## config.mk

```make
export PLATFORM = sky130hd
export DESIGN_NAME = audio_sigmadelta_mc
export DESIGN_NICKNAME = d
export VERILOG_FILES = /design/src/rtl/audio_sigmadelta_mc.sv
export SDC_FILE = /design/constraint.sdc
export NUM_CORES = 1
export LEC_CHECK = 0
export CAP_MARGIN = 0
export CORE_MARGIN = 2
export CORE_UTILIZATION = 25
export DETAILED_ROUTE_END_ITERATION = 7
export PLACE_DENSITY = 0.51
export SLEW_MARGIN = 5
export SYNTH_ARGS = -nofsm -noshare
export SYNTH_HDL_FRONTEND = slang
export SYNTH_SLANG_ARGS = --single-unit
```

## constraint.sdc

```tcl
create_clock -name clk -period 12.45 [get_ports clk]
set_input_delay 2.49 -clock clk [delete_from_list [all_inputs] [get_ports clk]]
set_output_delay 2.49 -clock clk [all_outputs]
set_load 0.02 [all_outputs]
```

## src/rtl/audio_sigmadelta_mc.sv

```systemverilog
// audio_sigmadelta_mc: multi-channel 1-bit sigma-delta audio DAC.
// Each channel holds a signed sample, converts it to an offset-binary level,
// scales it by a shared mute-ramp gain and feeds a 1st- or 2nd-order
// modulator. A four-state ramp FSM walks the gain between full scale and
// silence so muting never produces a step in the output level.
//
// Handshake: a sample transfers on any rising clk edge where sample_valid and
// sample_ready are both high. sample_ready is simply !reset, so a producer may
// present a new word every cycle and valid never has to wait on ready.
//
// Debug: dbg_state_o carries the ramp state (0 UNMUTED, 1 RAMP_DOWN,
// 2 MUTED, 3 RAMP_UP) and dbg_gain_o the current gain g.
module audio_sigmadelta_mc #(
  parameter int CHANNELS   = 2,
  parameter int AUDIO_BITS = 10,
  parameter int ORDER      = 1,
  parameter int GAIN_BITS  = 4,
  parameter int RAMP_DIV   = 64
) (
  input  logic                           clk,
  input  logic                           reset,
  input  logic                           ce,
  input  logic                           sample_valid,
  output logic                           sample_ready,
  input  logic [CHANNELS*AUDIO_BITS-1:0] sample_data,
  input  logic                           mute,
  output logic                           muted,
  output logic [CHANNELS-1:0]            q,
  output logic [1:0]                     dbg_state_o,
  output logic [GAIN_BITS:0]             dbg_gain_o
);

  localparam int GW = GAIN_BITS + 1;
  localparam int DW = (RAMP_DIV > 1) ? $clog2(RAMP_DIV) : 1;
  localparam int PW = AUDIO_BITS + GW + 1;
  localparam int IW = AUDIO_BITS + 4;
  localparam int EW = IW + 2;

  localparam logic [GW-1:0] G_MAX    = {1'b1, {GAIN_BITS{1'b0}}};
  localparam logic [DW-1:0] DIV_LAST = DW'(RAMP_DIV - 1);

  typedef enum logic [1:0] {
    ST_UNMUTED   = 2'd0,
    ST_RAMP_DOWN = 2'd1,
    ST_MUTED     = 2'd2,
    ST_RAMP_UP   = 2'd3
  } ramp_state_e;

  ramp_state_e          state_q, state_d;
  logic [GW-1:0]        gain_q, gain_d;
  logic [DW-1:0]        div_q, div_d, div_cur;
  logic [AUDIO_BITS-1:0] samp_q [CHANNELS];

  // Clamp a widened integrator sum back into IW bits instead of wrapping.
  function automatic logic signed [IW-1:0] sat(input logic signed [EW-1:0] v);
    logic signed [IW-1:0] r;
    if (v[EW-1:IW-1] == 3'b000 || v[EW-1:IW-1] == 3'b111) r = v[IW-1:0];
    else if (v[EW-1])                                     r = {1'b1, {(IW-1){1'b0}}};
    else                                                  r = {1'b0, {(IW-1){1'b1}}};
    return r;
  endfunction

  assign sample_ready = ~reset;
  assign muted        = (state_q == ST_MUTED);
  assign dbg_state_o  = state_q;
  assign dbg_gain_o   = gain_q;

  // Ramp FSM state, gain and divider registers.
  always_ff @(posedge clk or posedge reset) begin
    if (reset) begin
      state_q <= ST_UNMUTED;
      gain_q  <= G_MAX;
      div_q   <= '0;
    end else begin
      state_q <= state_d;
      gain_q  <= gain_d;
      div_q   <= div_d;
    end
  end

  // Ramp next-state: the ce that enters a ramp state is its first divider
  // pulse, so a full ramp is exactly 2^GAIN_BITS * RAMP_DIV ce pulses and a
  // reversal mid-ramp keeps g and restarts the divider.
  always_comb begin
    state_d = state_q;
    gain_d  = gain_q;
    div_d   = div_q;
    div_cur = '0;
    if (ce) begin
      if (mute) begin
        div_cur = (state_q == ST_RAMP_DOWN) ? div_q : '0;
        if (gain_q == '0) begin
          state_d = ST_MUTED;
          div_d   = '0;
        end else if (div_cur == DIV_LAST) begin
          gain_d  = gain_q - 1'b1;
          div_d   = '0;
          state_d = (gain_q == GW'(1)) ? ST_MUTED : ST_RAMP_DOWN;
        end else begin
          div_d   = div_cur + 1'b1;
          state_d = ST_RAMP_DOWN;
        end
      end else begin
        div_cur = (state_q == ST_RAMP_UP) ? div_q : '0;
        if (gain_q == G_MAX) begin
          state_d = ST_UNMUTED;
          div_d   = '0;
        end else if (div_cur == DIV_LAST) begin
          gain_d  = gain_q + 1'b1;
          div_d   = '0;
          state_d = (gain_q == G_MAX - 1'b1) ? ST_UNMUTED : ST_RAMP_UP;
        end else begin
          div_d   = div_cur + 1'b1;
          state_d = ST_RAMP_UP;
        end
      end
    end
  end

  // Sample holding registers: all channels latch together, independent of ce.
  always_ff @(posedge clk or posedge reset) begin
    if (reset) begin
      for (int c = 0; c < CHANNELS; c++) samp_q[c] <= '0;
    end else if (sample_valid && sample_ready) begin
      for (int c = 0; c < CHANNELS; c++)
        samp_q[c] <= sample_data[c*AUDIO_BITS +: AUDIO_BITS];
    end
  end

  for (genvar c = 0; c < CHANNELS; c++) begin : g_ch
    logic signed [PW-1:0]  prod;
    logic [AUDIO_BITS-1:0] x;
    logic                  unused_prod;
    logic                  q_q;

    // (u - mid) is just the signed sample, so scale it directly by g.
    assign prod = PW'($signed(samp_q[c])) * $signed({{(PW-GW){1'b0}}, gain_q});
    // Bits [G+AB-1:G] are prod >>> GAIN_BITS; adding mid modulo 2^AB is an
    // MSB flip and the scaled value always lies in -mid..mid-1.
    assign x = {~prod[GAIN_BITS+AUDIO_BITS-1], prod[GAIN_BITS+AUDIO_BITS-2:GAIN_BITS]};
    assign unused_prod = ^{prod[PW-1:GAIN_BITS+AUDIO_BITS], prod[GAIN_BITS-1:0]};
    assign q[c] = q_q;

    if (ORDER == 2) begin : g_o2
      logic signed [IW-1:0] i1_q, i2_q, i1_d, i2_d;
      logic signed [EW-1:0] fb, xe, i1_sum, i2_sum;

      assign fb     = q_q ? EW'(2**AUDIO_BITS - 1) : '0;
      assign xe     = $signed({{(EW-AUDIO_BITS){1'b0}}, x});
      assign i1_sum = EW'(i1_q) + xe - fb;
      assign i1_d   = sat(i1_sum);
      assign i2_sum = EW'(i2_q) + EW'(i1_d) - fb;
      assign i2_d   = sat(i2_sum);

      // Two saturating integrators; output bit is the sign of the new i2.
      always_ff @(posedge clk or posedge reset) begin
        if (reset) begin
          i1_q <= '0;
          i2_q <= '0;
          q_q  <= 1'b0;
        end else if (ce) begin
          i1_q <= i1_d;
          i2_q <= i2_d;
          q_q  <= ~i2_d[IW-1];
        end
      end
    end else begin : g_o1
      logic [AUDIO_BITS-1:0] acc_q;
      logic [AUDIO_BITS:0]   sum;

      assign sum = {1'b0, acc_q} + {1'b0, x};

      // First-order accumulator; the carry out is the output bit.
      always_ff @(posedge clk or posedge reset) begin
        if (reset) begin
          acc_q <= '0;
          q_q   <= 1'b0;
        end else if (ce) begin
          acc_q <= sum[AUDIO_BITS-1:0];
          q_q   <= sum[AUDIO_BITS];
        end
      end
    end
  end

endmodule
```

==> flow_summary.ini <==
[cts]
cts_resized = 0
clk_latency_ns = 0.31
cts.clk_slew.worst_paths_ns = 0.08
post_cts_buffers = 0
h-tree-depth = 2
tritoncts = yes
cts_hold_buf = 0
cts-root-buf = clkbuf_16
clock-sinks = 55
clockBufferDepth = 2
cts_made_buffers = 5

[timing]
fin_setup_tns_ns = 0
setup_viol = 0
fin_crit_ns = 6.437
finalMaxSlewViolations = 0
maxSlewHeadroom_pct = 60.25
fin_hold_ws_ns = 0.5202
worstMarginPinSlew_ns = 0.5950
fin_crit_sh_pct = 51.70
rsz0062_at_grt = false
finalWorstSetupSlack_ns = 6.013
hold_violations = 0
clock_skew_ns = 0.01293
clock.fmax_ghz = 0.1554

[setup_path]
end_kind = output port
path_max_fanout = 16
slowest_delay_ns = 0.70
rrSetupSlack_ns = 7.36
cp_cell_sequence = clkdlybuf4s50_1 -> inv_2 -> clkdlybuf4s50_1
r2r-start = dbg_gain_o[4]
cp.depth = 3
reg2regPathDepth = 16
timing.critical_path.max_delay_family = buffers and inverters
crit_path_start_kind = primary input
rr_endpoint = g_ch[1].g_o1.acc_q[9]
critical_path_class = in -> out
cp_common_cell = clkdlybuf4s50_1
cp.arrival_ns = 3.95
critPathSlowestCell = clkdlybuf4s50_1
cp.required_ns = 9.96
worst-path-buf-inv = 3

[floorplanning]
io_pins = 36
die_height_microns = 166.8
die_w_microns = 166.8
num_rows = 59
die-area_sq_mm = 0.02781
core_region_area_sq_mm = 0.02606
initial_core_util_pct = 25.42

[routing]
detail_route.wl_per_cell_microns = 12.94
post-route-drc-count = 0
via_per_inst = 4.459
initialDrtViolationCount = 200
final_antenna_net_count = 0
vias = 4785
wl_microns = 13880
drtPass1Iterations = 4

[synthesis]
synth.distinct_cells = 63
synth_seq_cells = 55
synth_area_sq_mm = 0.006624
yosys-top-cells-area = dfrtp_1 20%, fa_1 18%, ha_1 14%, and2_1 8.4%, mux2_2 6.0%
yosysTopAreaCell = dfrtp_1
ys_async_sr_fraction_pct = 100.0
avgSynthCellArea_sq_um = 9.277
synth_edf_count = 0
ys_warn_count = 0
syn_inst = 714
synthFlopType = dfrtp_1
ys_top_cells_by_count = 99 x inv_1, 89 x and2_1, 72 x ha_1
yosys.area.top_type_share_pct = 20.40
yosysSeqAreaShare_pct = 20.80
yosysMostFrequentCell = inv_1
synth_fp_nets = 869

[place]
dpl_cell_area_sq_mm = 0.007330
dp.cells = 1064
dp_hpwl_microns = 10690
port-buffer-count = 35
gp_congestion = 0.7472
pre_cts_slack_ns = 5.948

[global_route]
antenna_found_initial = 0
gr-usage-met2_pct = 14.71
busiest_layer = met1
use_met1_pct = 16.57
gr-total-overflow = 0
first_global_vias = 4786
grtUsageTotal_pct = 10.47
grt_use_met3_pct = 1.759
grt_pass1_wl_microns = 24180
grt_max_degree = 42

[worst_hold_path]
hold_path_class = reg -> reg
hold_depth = 1
worstHoldEndpoint = g_ch[1].g_o1.acc_q[6]
hold_start = g_ch[1].g_o1.acc_q[6]

[pwr]
p_sw_mw = 0.5623
p_comb_share_pct = 65.5
p_int_mw = 0.7384
ir_drop_v = 0.00006191
pwr-share-seq_pct = 21.3
swShare_pct = 43.23
clockPowerShare_pct = 13.2
power.density_mw_per_mm2 = 173.4
p_total_mw = 1.301
p_leak_nw = 3.426

[finish]
nNetsFinal = 891
stdcell_count = 1073
area_delta_synth_final_pct = 13.22
layout-drive-gt1-share_pct = 8.141
finish.utilization_pct = 28.78
design_area_sq_mm = 0.007500

[run_status]
outcome = finished clean

[job]
cap_viol_max_count = 0
how the worst max path moves through the flow:
stage | slack, ns | end | from
finish | 6.01 | sample_ready | reset
global route | 5.90 | sample_ready | reset
CTS | 5.95 | sample_ready | reset
detailed placement | 5.95 | sample_ready | reset
global placement | 5.95 | sample_ready | reset
floorplan | 6.22 | sample_ready | reset
power by group through the flow:
| stage | clock, mW | sequential [mW] | combinational, mW |
|---|---|---|---|
| finish | 0.171 | 0.277 | 0.852 |
| global route | 0.183 | 0.287 | 0.984 |
| CTS | 0.177 | 0.278 | 0.859 |
| detailed placement | 0 | 0.281 | 0.851 |
| global placement | 0 | 0.280 | 0.844 |
| floorplan | 0 | 0.265 | 0.707 |
cells in the final DEF, fill, tap and decap left out, drive strengths merged, types with 6 or more instances in the layout:
master         instances
a211oi                 6
a21o                  10
a21oi                 29
a31oi                  6
and2                  89
and3                   7
buf                    7
clkbuf                 6
clkdlybuf4s50         35
dfrtp                 54
fa                    58
ha                    72
inv                  100
mux2                  35
nand2                 34
nand3                 17
nand4                  6
nor2                  27
nor2b                  7
nor3                   6
o211ai                11
o21ai                 26
xnor2                 30
xor2                  12
state kept, by name, indices dropped and copies added, names as in the netlist:
signal           flops
g_ch.g_o1.acc_q     20
samp_q              20
dbg_state_o          2
div_q                6
dbg_gain_o           5
g_ch.q_q             2
final cells by class:
cell class	instances	area, sq um
Timing Repair Buffer	42	402.9
Clock inverter	2	38.79
Inverter	99	371.6
Tap cell	335	419.2
Multi-Input combinational cell	533	4758
Clock buffer	6	128.9
Sequential cell	55	1378
Fill cell	2750	18560
Antenna cell	1	2.502
cell families after synthesis:
| kind of cell | Yosys count | share of synthesized area [%] |
|---|---|---|
| AOI/OAI and AO/OA | 119 | 12.05 |
| muxes | 36 | 6.101 |
| and+or+nand+nor | 206 | 17.00 |
| adders and majority gates | 130 | 31.13 |
| DFF | 55 | 20.80 |
| buffers and inverters | 126 | 7.367 |
| xor gates and xnor gates | 42 | 5.553 |
routing by layer:
metal / wire length [microns] / part of all wire (%)
met5: 0 / 0
met4: 130 / 0.94
met3: 375 / 2.7
met2: 5493 / 40
met1: 7885 / 57
(Power assumes the default switching activity.)
